<file path="src/rtl/stim_sequencer_pkg.sv">
// ---------------------------------------------------------------------------
// stim_sequencer_pkg
// Shared types and default sizes for the table-driven stimulus player.
//   - Default widths/depth used by the sequencer, its interface and table.
//   - state_e : playback state machine encoding.
//   - step_t  : one table entry {hold delay, active-low controls, switch word}
//               at the default widths.
//   - makeStep: convenience constructor for a default-width step.
// ---------------------------------------------------------------------------
package stim_sequencer_pkg;

    localparam int DATA_W_DEF   = 16;
    localparam int DEPTH_DEF    = 16;
    localparam int DELAY_W_DEF  = 8;
    localparam int NUM_CTRL_DEF = 3;

    // IDLE accepts table writes and start requests, PLAY replays entries,
    // DONE is the single-cycle completion state that drives the done pulse.
    typedef enum logic [1:0] {
        IDLE = 2'd0,
        PLAY = 2'd1,
        DONE = 2'd2
    } state_e;

    // Packed so the table can store it as a flat word: the hold count sits in
    // the top bits, the switch word in the bottom bits.
    typedef struct packed {
        logic [DELAY_W_DEF-1:0]  delay;
        logic [NUM_CTRL_DEF-1:0] ctrl;
        logic [DATA_W_DEF-1:0]   data;
    } step_t;

    localparam int STEP_W_DEF = $bits(step_t);

    // Builds a step from its three fields in table-word order.
    function automatic step_t makeStep(
        input logic [DELAY_W_DEF-1:0]  delay,
        input logic [NUM_CTRL_DEF-1:0] ctrl,
        input logic [DATA_W_DEF-1:0]   data
    );
        step_t s;
        s.delay = delay;
        s.ctrl  = ctrl;
        s.data  = data;
        return s;
    endfunction

endpackage

</file>
<file path="src/rtl/stim_sequencer_if.sv">
// ---------------------------------------------------------------------------
// stim_sequencer_if
// Bundles the table-load, playback-control and output signals of the
// stimulus sequencer. Clock and reset stay as plain ports on the modules.
//   master : the side that loads the table and requests playback
//            (drives wr_*, len, loop, start, abort; observes outputs)
//   slave  : the sequencer itself
// Signals:
//   wr_en/wr_addr/wr_delay/wr_ctrl/wr_data : table entry write
//   len/loop/start/abort                   : playback control
//   ctrl_n/data_out/step_idx               : replayed controls and switch word
//   busy/done/wr_err                       : status
// ---------------------------------------------------------------------------
interface stim_sequencer_if
    import stim_sequencer_pkg::*;
#(
    parameter int DATA_W   = DATA_W_DEF,
    parameter int DEPTH    = DEPTH_DEF,
    parameter int DELAY_W  = DELAY_W_DEF,
    parameter int NUM_CTRL = NUM_CTRL_DEF
);

    localparam int AW = $clog2(DEPTH);

    logic                wr_en;
    logic [AW-1:0]       wr_addr;
    logic [DELAY_W-1:0]  wr_delay;
    logic [NUM_CTRL-1:0] wr_ctrl;
    logic [DATA_W-1:0]   wr_data;
    logic [AW:0]         len;
    logic                loop;
    logic                start;
    logic                abort;

    logic [NUM_CTRL-1:0] ctrl_n;
    logic [DATA_W-1:0]   data_out;
    logic [AW-1:0]       step_idx;
    logic                busy;
    logic                done;
    logic                wr_err;

    modport master (
        output wr_en, wr_addr, wr_delay, wr_ctrl, wr_data,
        output len, loop, start, abort,
        input  ctrl_n, data_out, step_idx, busy, done, wr_err
    );

    modport slave (
        input  wr_en, wr_addr, wr_delay, wr_ctrl, wr_data,
        input  len, loop, start, abort,
        output ctrl_n, data_out, step_idx, busy, done, wr_err
    );

endinterface

</file>
<file path="src/rtl/stim_sequencer_table.sv">
// ---------------------------------------------------------------------------
// stim_sequencer_table
// DEPTH x WIDTH register file holding the playback steps.
// Ports:
//   i_clk    : clock, write happens on the rising edge
//   i_we     : write enable
//   i_wrAddr : write index
//   i_wrWord : packed step {delay, ctrl, data}
//   i_rdAddr : read index (combinational read)
//   o_rdWord : packed step stored at i_rdAddr
// The contents are deliberately not reset so a loaded script survives a
// board reset and the storage maps onto plain flops or distributed RAM.
// ---------------------------------------------------------------------------
module stim_sequencer_table #(
    parameter int DEPTH = 16,
    parameter int WIDTH = 27,
    parameter int AW    = $clog2(DEPTH)
) (
    input  logic             i_clk,
    input  logic             i_we,
    input  logic [AW-1:0]    i_wrAddr,
    input  logic [WIDTH-1:0] i_wrWord,
    input  logic [AW-1:0]    i_rdAddr,
    output logic [WIDTH-1:0] o_rdWord
);

    logic [WIDTH-1:0] r_mem [DEPTH];

    // Single synchronous write port; a write becomes visible on the read
    // port from the following cycle.
    always_ff @(posedge i_clk) begin
        if (i_we) begin
            r_mem[i_wrAddr] <= i_wrWord;
        end
    end

    // Asynchronous read so the sequencer can look up the next entry in the
    // same cycle it decides to advance.
    assign o_rdWord = r_mem[i_rdAddr];

endmodule

</file>
<file path="src/rtl/stim_sequencer.sv">
// ---------------------------------------------------------------------------
// stim_sequencer
// Table-driven stimulus player for the processor top level. Replays a loaded
// list of {hold time, active-low control bits, switch word} steps onto the
// Reset/Run/Continue-style controls and the S switch bus, optionally looping.
// Ports:
//   Clk   : system clock, all state on the rising edge
//   Reset : asynchronous, active-low reset
//   bus   : stim_sequencer_if slave modport
//           inputs  wr_en/wr_addr/wr_delay/wr_ctrl/wr_data, len, loop,
//                   start, abort
//           outputs ctrl_n (active low), data_out, step_idx, busy, done,
//                   wr_err
// Each entry is driven for exactly delay+1 cycles. All outputs come straight
// from registers, so nothing on the input side reaches an output within a
// cycle.
// ---------------------------------------------------------------------------
module stim_sequencer
    import stim_sequencer_pkg::*;
#(
    parameter int DATA_W   = DATA_W_DEF,
    parameter int DEPTH    = DEPTH_DEF,
    parameter int DELAY_W  = DELAY_W_DEF,
    parameter int NUM_CTRL = NUM_CTRL_DEF
) (
    input  logic              Clk,
    input  logic              Reset,
    stim_sequencer_if.slave   bus
);

    localparam int AW     = $clog2(DEPTH);
    localparam int STEP_W = DELAY_W + NUM_CTRL + DATA_W;

    localparam logic [AW:0]      LEN_ONE = {{AW{1'b0}}, 1'b1};
    localparam logic [AW-1:0]    IDX_ONE = {{(AW-1){1'b0}}, 1'b1};
    localparam logic [DELAY_W-1:0] DLY_ONE = {{(DELAY_W-1){1'b0}}, 1'b1};

    state_e              r_state;
    state_e              w_nextState;

    logic [DELAY_W-1:0]  r_cnt;
    logic [AW-1:0]       r_idx;
    logic [AW:0]         r_len;
    logic                r_loop;
    logic [NUM_CTRL-1:0] r_ctrlN;
    logic [DATA_W-1:0]   r_data;
    logic                r_busy;
    logic                r_done;
    logic                r_wrErr;

    logic                w_tableWe;
    logic [STEP_W-1:0]   w_wrWord;
    logic [STEP_W-1:0]   w_rdWord;
    logic [AW-1:0]       w_rdIdx;
    logic [DELAY_W-1:0]  w_rdDelay;
    logic [NUM_CTRL-1:0] w_rdCtrl;
    logic [DATA_W-1:0]   w_rdData;

    logic                w_lastStep;
    logic                w_runStart;
    logic                w_advance;
    logic                w_enterDone;
    logic                w_abort;

    // Table writes are only honoured while idle so a running script can
    // never be modified under the player.
    assign w_tableWe = bus.wr_en && (r_state == IDLE);
    assign w_wrWord  = {bus.wr_delay, bus.wr_ctrl, bus.wr_data};

    // The current index is the last one of the run when it equals len-1.
    // Comparing at len width keeps len=DEPTH working: the last index is then
    // DEPTH-1 and the wrap back to 0 happens naturally.
    assign w_lastStep = ({1'b0, r_idx} == (r_len - LEN_ONE));

    // The read port always looks at the entry that would be loaded on the
    // next advance: entry 0 when starting or wrapping, otherwise idx+1.
    assign w_rdIdx = ((r_state == PLAY) && !w_lastStep) ? (r_idx + IDX_ONE) : '0;

    assign {w_rdDelay, w_rdCtrl, w_rdData} = w_rdWord;

    stim_sequencer_table #(
        .DEPTH (DEPTH),
        .WIDTH (STEP_W),
        .AW    (AW)
    ) u_table (
        .i_clk    (Clk),
        .i_we     (w_tableWe),
        .i_wrAddr (bus.wr_addr),
        .i_wrWord (w_wrWord),
        .i_rdAddr (w_rdIdx),
        .o_rdWord (w_rdWord)
    );

    // State register. Reset kills any playback immediately.
    always_ff @(posedge Clk or negedge Reset) begin
        if (!Reset) begin
            r_state <= IDLE;
        end else begin
            r_state <= w_nextState;
        end
    end

    // Next-state logic plus the one-hot datapath commands derived from it.
    // abort has priority over everything, including a simultaneous start.
    // A zero-length start goes straight to DONE so the caller still sees a
    // completion pulse without the player ever becoming busy.
    always_comb begin
        w_nextState = r_state;
        w_runStart  = 1'b0;
        w_advance   = 1'b0;
        w_enterDone = 1'b0;
        w_abort     = 1'b0;
        case (r_state)
            IDLE: begin
                if (bus.start && !bus.abort) begin
                    if (bus.len != '0) begin
                        w_nextState = PLAY;
                        w_runStart  = 1'b1;
                    end else begin
                        w_nextState = DONE;
                        w_enterDone = 1'b1;
                    end
                end
            end
            PLAY: begin
                if (bus.abort) begin
                    w_nextState = IDLE;
                    w_abort     = 1'b1;
                end else if (r_cnt == '0) begin
                    if (w_lastStep && !r_loop) begin
                        w_nextState = DONE;
                        w_enterDone = 1'b1;
                    end else begin
                        w_advance = 1'b1;
                    end
                end
            end
            DONE: begin
                w_nextState = IDLE;
                w_abort     = bus.abort;
            end
            default: begin
                w_nextState = IDLE;
            end
        endcase
    end

    // Datapath: hold counter, index, latched run parameters and the output
    // registers. On start the entry-0 values are loaded in the same edge so
    // the first step appears one edge after start. When an entry's counter
    // reaches zero the next entry (or entry 0 on a wrap) is loaded, which
    // gives each entry exactly delay+1 cycles with no gap between entries.
    // Finishing holds the last controls and switch word; aborting releases
    // the controls but keeps the switch word.
    always_ff @(posedge Clk or negedge Reset) begin
        if (!Reset) begin
            r_cnt   <= '0;
            r_idx   <= '0;
            r_len   <= '0;
            r_loop  <= 1'b0;
            r_ctrlN <= '1;
            r_data  <= '0;
            r_busy  <= 1'b0;
            r_done  <= 1'b0;
            r_wrErr <= 1'b0;
        end else begin
            r_done  <= w_enterDone;
            r_wrErr <= bus.wr_en && (r_state != IDLE);
            if (w_runStart) begin
                r_len   <= bus.len;
                r_loop  <= bus.loop;
                r_idx   <= '0;
                r_cnt   <= w_rdDelay;
                r_ctrlN <= w_rdCtrl;
                r_data  <= w_rdData;
                r_busy  <= 1'b1;
            end else if (w_abort) begin
                r_ctrlN <= '1;
                r_busy  <= 1'b0;
            end else if (w_advance) begin
                r_idx   <= w_rdIdx;
                r_cnt   <= w_rdDelay;
                r_ctrlN <= w_rdCtrl;
                r_data  <= w_rdData;
            end else if (w_enterDone) begin
                r_busy  <= 1'b0;
            end else if (r_state == PLAY) begin
                r_cnt   <= r_cnt - DLY_ONE;
            end
        end
    end

    assign bus.ctrl_n   = r_ctrlN;
    assign bus.data_out = r_data;
    assign bus.step_idx = r_idx;
    assign bus.busy     = r_busy;
    assign bus.done     = r_done;
    assign bus.wr_err   = r_wrErr;

endmodule

</file>
<file path="src/flat_wrapper.sv">
// flat-port wrapper written by rule: the top's interface ports become plain ports
module stim_sequencer_flat import stim_sequencer_pkg::*;
#(
    parameter int DATA_W   = DATA_W_DEF,
    parameter int DEPTH    = DEPTH_DEF,
    parameter int DELAY_W  = DELAY_W_DEF,
    parameter int NUM_CTRL = NUM_CTRL_DEF
)
  (Clk, Reset, bus_wr_en, bus_wr_addr, bus_wr_delay, bus_wr_ctrl, bus_wr_data, bus_len, bus_loop, bus_start, bus_abort, bus_ctrl_n, bus_data_out, bus_step_idx, bus_busy, bus_done, bus_wr_err);
  stim_sequencer_if #(.DATA_W(DATA_W), .DEPTH(DEPTH), .DELAY_W(DELAY_W), .NUM_CTRL(NUM_CTRL)) bus_i ();
  input  logic Clk;
  input  logic Reset;
  input wire logic [$bits(bus_i.wr_en)-1:0] bus_wr_en;
  input wire logic [$bits(bus_i.wr_addr)-1:0] bus_wr_addr;
  input wire logic [$bits(bus_i.wr_delay)-1:0] bus_wr_delay;
  input wire logic [$bits(bus_i.wr_ctrl)-1:0] bus_wr_ctrl;
  input wire logic [$bits(bus_i.wr_data)-1:0] bus_wr_data;
  input wire logic [$bits(bus_i.len)-1:0] bus_len;
  input wire logic [$bits(bus_i.loop)-1:0] bus_loop;
  input wire logic [$bits(bus_i.start)-1:0] bus_start;
  input wire logic [$bits(bus_i.abort)-1:0] bus_abort;
  output wire logic [$bits(bus_i.ctrl_n)-1:0] bus_ctrl_n;
  output wire logic [$bits(bus_i.data_out)-1:0] bus_data_out;
  output wire logic [$bits(bus_i.step_idx)-1:0] bus_step_idx;
  output wire logic [$bits(bus_i.busy)-1:0] bus_busy;
  output wire logic [$bits(bus_i.done)-1:0] bus_done;
  output wire logic [$bits(bus_i.wr_err)-1:0] bus_wr_err;
  assign bus_i.wr_en = bus_wr_en;
  assign bus_i.wr_addr = bus_wr_addr;
  assign bus_i.wr_delay = bus_wr_delay;
  assign bus_i.wr_ctrl = bus_wr_ctrl;
  assign bus_i.wr_data = bus_wr_data;
  assign bus_i.len = bus_len;
  assign bus_i.loop = bus_loop;
  assign bus_i.start = bus_start;
  assign bus_i.abort = bus_abort;
  assign bus_ctrl_n = bus_i.ctrl_n;
  assign bus_data_out = bus_i.data_out;
  assign bus_step_idx = bus_i.step_idx;
  assign bus_busy = bus_i.busy;
  assign bus_done = bus_i.done;
  assign bus_wr_err = bus_i.wr_err;
  stim_sequencer #(.DATA_W(DATA_W), .DEPTH(DEPTH), .DELAY_W(DELAY_W), .NUM_CTRL(NUM_CTRL)) u_core (.Clk(Clk), .Reset(Reset), .bus(bus_i));
endmodule
</file>
<file path="config.mk">
export PLATFORM = sky130hd
export DESIGN_NAME = stim_sequencer_flat
export DESIGN_NICKNAME = d
export VERILOG_FILES = /design/src/rtl/stim_sequencer_pkg.sv /design/src/rtl/stim_sequencer_if.sv /design/src/rtl/stim_sequencer_table.sv /design/src/rtl/stim_sequencer.sv /design/src/flat_wrapper.sv
export SDC_FILE = /design/constraint.sdc
export NUM_CORES = 1
export LEC_CHECK = 0
export ABC_CLOCK_PERIOD_IN_PS = 3350
export BUFFER_PORTS_ARGS = -buffer_cell sky130_fd_sc_hd__buf_2
export CORE_MARGIN = 4
export CORE_UTILIZATION = 40
export CTS_BUF_LIST = sky130_fd_sc_hd__clkbuf_2
export DETAILED_ROUTE_END_ITERATION = 6
export PLACE_DENSITY = 0.56
export REMOVE_ABC_BUFFERS = 1
export SLEW_MARGIN = 20
export SYNTH_ARGS = -nofsm -noshare
export SYNTH_HDL_FRONTEND = slang
export SYNTH_SLANG_ARGS = --single-unit
</file>
<file path="constraint.sdc">
create_clock -name Clk -period 3.35 [get_ports Clk]
set_input_delay 0.67 -clock Clk [delete_from_list [all_inputs] [get_ports Clk]]
set_output_delay 0.67 -clock Clk [all_outputs]
set_load 0.02 [all_outputs]
</file>
Word-level counts from Yosys, hierarchy flattened

Memory sizes are Yosys's and may differ from the RTL's.
Index checks and enable logic that the tools add are counted.

Bits in registers: 42
Memory bits (writable): 432
Bits of input ports: 42
Output and inout bits: 26
Word-level logic and storage cells: 85
Memories: 1

Add/subtract/negate cells: 3
Equality and inequality tests: 9
Mux-type cells: 42
Reductions and logical operators: 20

Memory list:

| memory               | words | width | rd ports | clocked after Yosys merged registers in | write ports | line                       | RTL |
|---|---|---|---|---|---|---|---|
| u_core.u_table.r_mem | 16    | 27    | 1        | 0                                       | 1           | stim_sequencer_table.sv:27 | `logic [WIDTH-1:0] r_mem [DEPTH];` |

Operators with widths:

| kind                  | count |
|---|---|
| $mux W16              | 3 |
| $mux W8               | 5 |
| $mux W1               | 19 |
| $mux W4               | 4 |
| $mux W2               | 5 |
| $mux W3               | 3 |
| $ne A3 B2 Y1 const B  | 3 |
| $reduce_bool A3 Y1    | 3 |
| $logic_not A8 Y1      | 1 |
| $sub A8 B1 Y8 const B | 1 |
| $reduce_and A3 Y1     | 2 |
| $eq A4 B5 Y1          | 1 |
| $logic_and A1 B1 Y1   | 5 |
| $reduce_bool A5 Y1    | 1 |
| $sub A5 B1 Y5 const B | 1 |
| $add A4 B1 Y4 const B | 1 |
| $pmux W1 S2           | 2 |
| $pmux W2 S2           | 1 |
| $reduce_and A2 Y1     | 2 |
| $reduce_bool A2 Y1    | 2 |
| $logic_not A1 Y1      | 3 |
| $ne A3 B1 Y1 const B  | 1 |
| $eq A2 B1 Y1 const B  | 1 |
| $eq A2 B2 Y1 const B  | 1 |
| 3 further kinds       | 3 |

Logic depth before layout (Yosys ltp)

Word-level depth: 11
Mapped depth: 12
Depth with buffers taken out: 9

By module

From an unflattened synthesis, not the netlist that was laid out.

Cells, all modules: 885
Area total of the unflattened synthesis: 18610.3 µm²

By module, submodules not included:

| module               | instances | cells each | area an instance (µm²) | sequential area each (µm²) |
|---|---|---|---|---|
| stim_sequencer_table | 1         | 683        | 16351.9                | 12972.4 |
| stim_sequencer       | 1         | 202        | 2258.4                 | 1054.8 |

Worst setup path before layout

No wires, ideal clock.

Kind: reg-to-reg
Start point: register u_core.r_state[0]
End point: memory u_core.u_table.r_mem[0][0] (enable)
Library setup time: 0.445 ns
Arrival time: 3.162 ns
Path slack: -0.257 ns
Cell stages (with the launch flop): 7
Buffers on the path: 1
Period minus slack after synthesis: 3.607 ns
Path through: dfrtp_1 > inv_1 > ha_1 > clkbuf_1 > nand2_1 > or3_1 > nor3_1

Word-level cells in the longest chain between the ends: 4

Ends and longest elaborated chain:

| what                          | line                       | RTL |
|---|---|---|
| start: declaration            | stim_sequencer.sv:38       | `state_e r_state;` |
| start signal: assignment      | stim_sequencer.sv:99       | `r_state <= w_nextState;` |
| $logic_not A2 Y1              | stim_sequencer.sv:67       | `assign w_tableWe = bus.wr_en && (r_state == IDLE);` |
| $logic_and A1 B1 Y1           | stim_sequencer.sv:67       |  |
| $mux W1                       | stim_sequencer_table.sv:32 | `if (i_we) begin` |
| $mux W1 (not written as such) | stim_sequencer_table.sv:33 | `r_mem[i_wrAddr] <= i_wrWord;` |
| end: declaration              | stim_sequencer_table.sv:27 |  |

Every way passes these cells.

Worst setup path after layout

Start point: register u_core.r_len[0]
End point: register u_core.r_data[12] (netlist: u_core.bus.data_out[12])

Word-level cells in the longest chain between the ends: 9

Ends and longest elaborated chain:

| what                                                           | line                                         | RTL |
|---|---|---|
| start: declaration                                             | stim_sequencer.sv:43                         | `logic [AW:0] r_len;` |
| start signal: assignment                                       | stim_sequencer.sv:170                        | `r_len <= bus.len;` |
| $sub A5 B1 Y5 (*)                                              | stim_sequencer.sv:73                         | `assign w_lastStep = ({1'b0, r_idx} == (r_len - LEN_ONE));` |
| $eq A4 B5 Y1 (*)                                               | stim_sequencer.sv:73                         |  |
| $logic_not A1 Y1 / $logic_and A1 B1 Y1 (equally long branches) | stim_sequencer.sv:77, stim_sequencer.sv:130  |  |
| $logic_and A1 B1 Y1 / $mux W1 (equally long branches)          | stim_sequencer.sv:77, stim_sequencer.sv:130  |  |
| $mux W4 / $mux W1 (equally long branches)                      | stim_sequencer.sv:77, stim_sequencer.sv:129  |  |
| $mem_v2 Z16 W27 / $mux W1 (equally long branches)              | n/a                                          |  |
| $mux W16 / $mux W1 (equally long branches)                     | stim_sequencer.sv:180, stim_sequencer.sv:113 |  |
| $mux W16 / $reduce_bool A2 Y1 (equally long branches)          | n/a                                          |  |
| $mux W16 / $reduce_and A2 Y1 (equally long branches)           | n/a                                          |  |
| end signal: assignment                                         | stim_sequencer.sv:175                        | `r_data <= w_rdData;` |
| end signal: assignment                                         | stim_sequencer.sv:184                        | `r_data <= w_rdData;` |
| end: declaration                                               | stim_sequencer.sv:46                         | `logic [DATA_W-1:0] r_data;` |

Every way passes the cells marked *; elsewhere a longest branch is shown, timed or not. The select of a mux whose other input is x is not followed.
A chain may end at the register's enable or synchronous reset.

==> results.yml <==
placement:
  gp_congestion: 0.775
  portBuffers: 67
  dp_slack_ps: 112
  post-dp-hpwl_um: 29200
  place_area_um2: 20600
synth:
  postSynthAreaPerCell_um2: 15.1
  synthFlopType: "edfxtp_1"
  async_reset_ff_frac: 0.0886
  ys_ff_latch: 474
  synth_edf_count: 432
  ys_seq_area_frac: 0.734
  yosys_warnings: 0
  synth_cells: 1268
  mappedNetlistArea_um2: 19100
  synth.distinct_cells: 69
drt:
  drtAntennaViolNets: 0
  totalWireLength_um: 53900
  drc_errors: 0
  drtIter0Drc: 1215
  wl_per_cell_um: 24.8
  viasPerCell: 5.67
  vias: 12300
  first_pass_iters: 5
critical_path:
  crit_fanout: 19
  regToRegStartpoint: "u_core.r_len[0]"
  worstPathRequired_ps: 4300
  crit_path_start_kind: "flop"
  path_class: "reg2reg"
  ff2ff_setup_slack_ps: 180
  end_kind: "flop"
  arrival_ps: 4120
  crit_path_start: "u_core.r_len[0]"
die:
  dieArea_um2: 51300
  die_w_um: 227
  ios: 68
  core_area_um2: 46900
  initial_core_util: 0.408
  rows: 79
  die_y_um: 227
timing:
  rsz0062_at_grt: "no"
  post-route-period-util: 0.945
  worst_slew_pin_slew_ps: 935
  hold_viol: 0
  worst_slack_ps: 184
  skew_ps: 68.3
  maxSlewHeadroom: 0.374
  fin_crit_ps: 3170
  setup-violations-final: 0
  maxSlewViolCount: 0
  fmax_mhz: 316
layout:
  fill_cells: 4164
  area_growth_pct: 15.3
  drive_gt1_frac: 0.253
  finalNetCount: 1517
  multi_input_area_um2: 4790
  design_area_um2: 22000
  layout_commonest_cell: "edfxtp_1"
  seq_area_um2: 14000
  final_cell_mix: "432 x edfxtp_1, 197 x clkbuf_2, 135 x nand2_1"
cts:
  htree_levels: 3
  root_buffer: "clkbuf_2"
  cts_tree: "built"
  clk_pin_slew_worst_paths_ps: 100
  clock_sinks: 474
  clk_latency_ps: 1100
  cts_buffers: 117
  clockBufferDepth: 3
grt:
  antenna_found_initial: 3
  grt_pass1_vias: 12400
  grt.total_usage: 0.210
  grt_pass1_wl_um: 79700
  grt_overflow: 0
  grt_max_degree: 69
worst_hold_path:
  min_path_type: "in2async"
power:
  irDropWorstVdd_mv: 0.304
  p_per_area_nw_per_um2: 609
  p_leak_nw: 7.85
run_status:
  outcome: "finished, final reports clean"
flow_run:
  cap_violations: 0
## registers in the layout (all words and copies together), names as in the netlist
signal	count
u_core.bus.ctrl_n	3
u_core.bus.busy	1
u_core.r_state	2
u_core.bus.data_out	16
u_core.r_cnt	8
u_core.u_table.r_mem	432
u_core.r_len	5
u_core.r_loop	1
u_core.bus.wr_err	1
u_core.bus.done	1
u_core.bus.step_idx	4
## power by group
part / leakage (nW) / internal (mW) / switching, mW
clock: 0.857 / 1.54 / 2.32
sequential: 4.41 / 6.80 / 0.244
combinational: 2.59 / 0.889 / 1.64
## synthesized netlist by cell type (all sizes together) (4+ instances only)
| library cell | n | area share |
|---|---|---|
| nand3 | 13 | 0.0034 |
| xor2 | 5 | 0.0023 |
| buf | 35 | 0.010 |
| a31oi | 10 | 0.0033 |
| mux2i | 32 | 0.017 |
| o22ai | 23 | 0.0075 |
| nor3 | 10 | 0.0038 |
| nor2b | 4 | 0.0013 |
| a21oi | 52 | 0.014 |
| nand2 | 137 | 0.027 |
| a311o | 15 | 0.0079 |
| a211o | 15 | 0.0069 |
| mux2 | 11 | 0.0065 |
| a32oi | 15 | 0.0069 |
| o2bb2ai | 6 | 0.0027 |
| a211oi | 15 | 0.0059 |
| a221oi | 6 | 0.0034 |
| a2bb2oi | 21 | 0.0096 |
| o211ai | 22 | 0.0086 |
| clkbuf | 47 | 0.0092 |
| edfxtp | 432 | 0.68 |
| nand4 | 4 | 0.0013 |
| a311oi | 4 | 0.0018 |
| a221o | 4 | 0.0021 |
| inv | 24 | 0.0047 |
| a32o | 17 | 0.0089 |
| ha | 5 | 0.0033 |
| xnor2 | 5 | 0.0023 |
| nor2 | 50 | 0.010 |
| and2 | 8 | 0.0026 |
| mux4 | 16 | 0.019 |
| and3 | 18 | 0.0059 |
| o21ai | 99 | 0.026 |
| a21o | 4 | 0.0016 |
| dfrtp | 39 | 0.051 |
## cell type report
| class | count | area share |
|---|---|---|
| flip-flops and latches | 474 | 0.636 |
| multi-input cells | 688 | 0.217 |
| repair buffers | 165 | 0.0586 |
| clock buffers | 197 | 0.0447 |
| well taps | 607 | 0.0344 |
| inverters | 24 | 0.00409 |
| clock inverters | 17 | 0.00397 |
| diodes | 3 | 0.000341 |
## final timing paths
| path | to | cells past startpoint |
|---|---|---|
| setup / recovery | u_core.bus.data_out[12] | 11 |
| hold / removal | u_core.bus.data_out[6] | 3 |
| setup reg to reg | u_core.bus.data_out[12] | 11 |
| hold reg to reg | u_core.r_state[1] | 2 |
| max in group asynchronous | u_core.r_cnt[2] | 3 |
| min in group Clk | u_core.bus.busy | 4 |
## metrics by stage
| stage | util | hold slack (ps) | total power [mW] | TNS, ps | instances |
|---|---|---|---|---|---|
| 2_1_floorplan | - | 374 | 8.54 | -92750 | 1186 |
| 3_3_place_gp | 0.439 | 486 | 9.63 | 0 | 1919 |
| 3_5_place_dp | 0.439 | 490 | 9.65 | 0 | 1919 |
| 4_1_cts | 0.470 | 3.76 | 13.6 | 0 | 2170 |
| 5_1_grt | 0.471 | 51.4 | 14.1 | 0 | 2175 |
| 6_report | 0.471 | 166 | 13.4 | 0 | 2175 |
## timing repair
item                                   CTS  global route
setup buffers                            0             2
endpoints found under the hold margin  485             0
pin swaps                                0             1
setup endpoints to repair                1             8
resized for setup                        1             0
hold buffers                            37             0
## critical path, stage by stage (launching register included)
cell,delay [ps]
dfrtp_1,420
inv_1,70
ha_1,210
nor4bb_1,470
a22o_1,250
o211a_1,470
buf_4,250
nor3_4,50
buf_4,260
a311o_1,300
a211o_1,220
o211ai_1,70
## kinds of logic after synthesis
kind of cell	count (synthesis)	synth area share
adders and majority gates	5	0.00327
AOI/OAI and AO/OA	352	0.129
xor gates and xnor gates	10	0.00458
muxes	59	0.0421
DFF	474	0.734
and+or+nand+nor	262	0.0632
buffers and inverters	106	0.0244
## per-layer routing
layer	routed length, um	vias to the layer above	GRT usage
met5	0	-	0
met4	1250	0	0.0666
met3	4020	85	0.0487
met2	25300	542	0.332
met1	23400	6217	0.292
li1	-	5478	-
No activity file was read; power rests on OpenSTA's default activity.
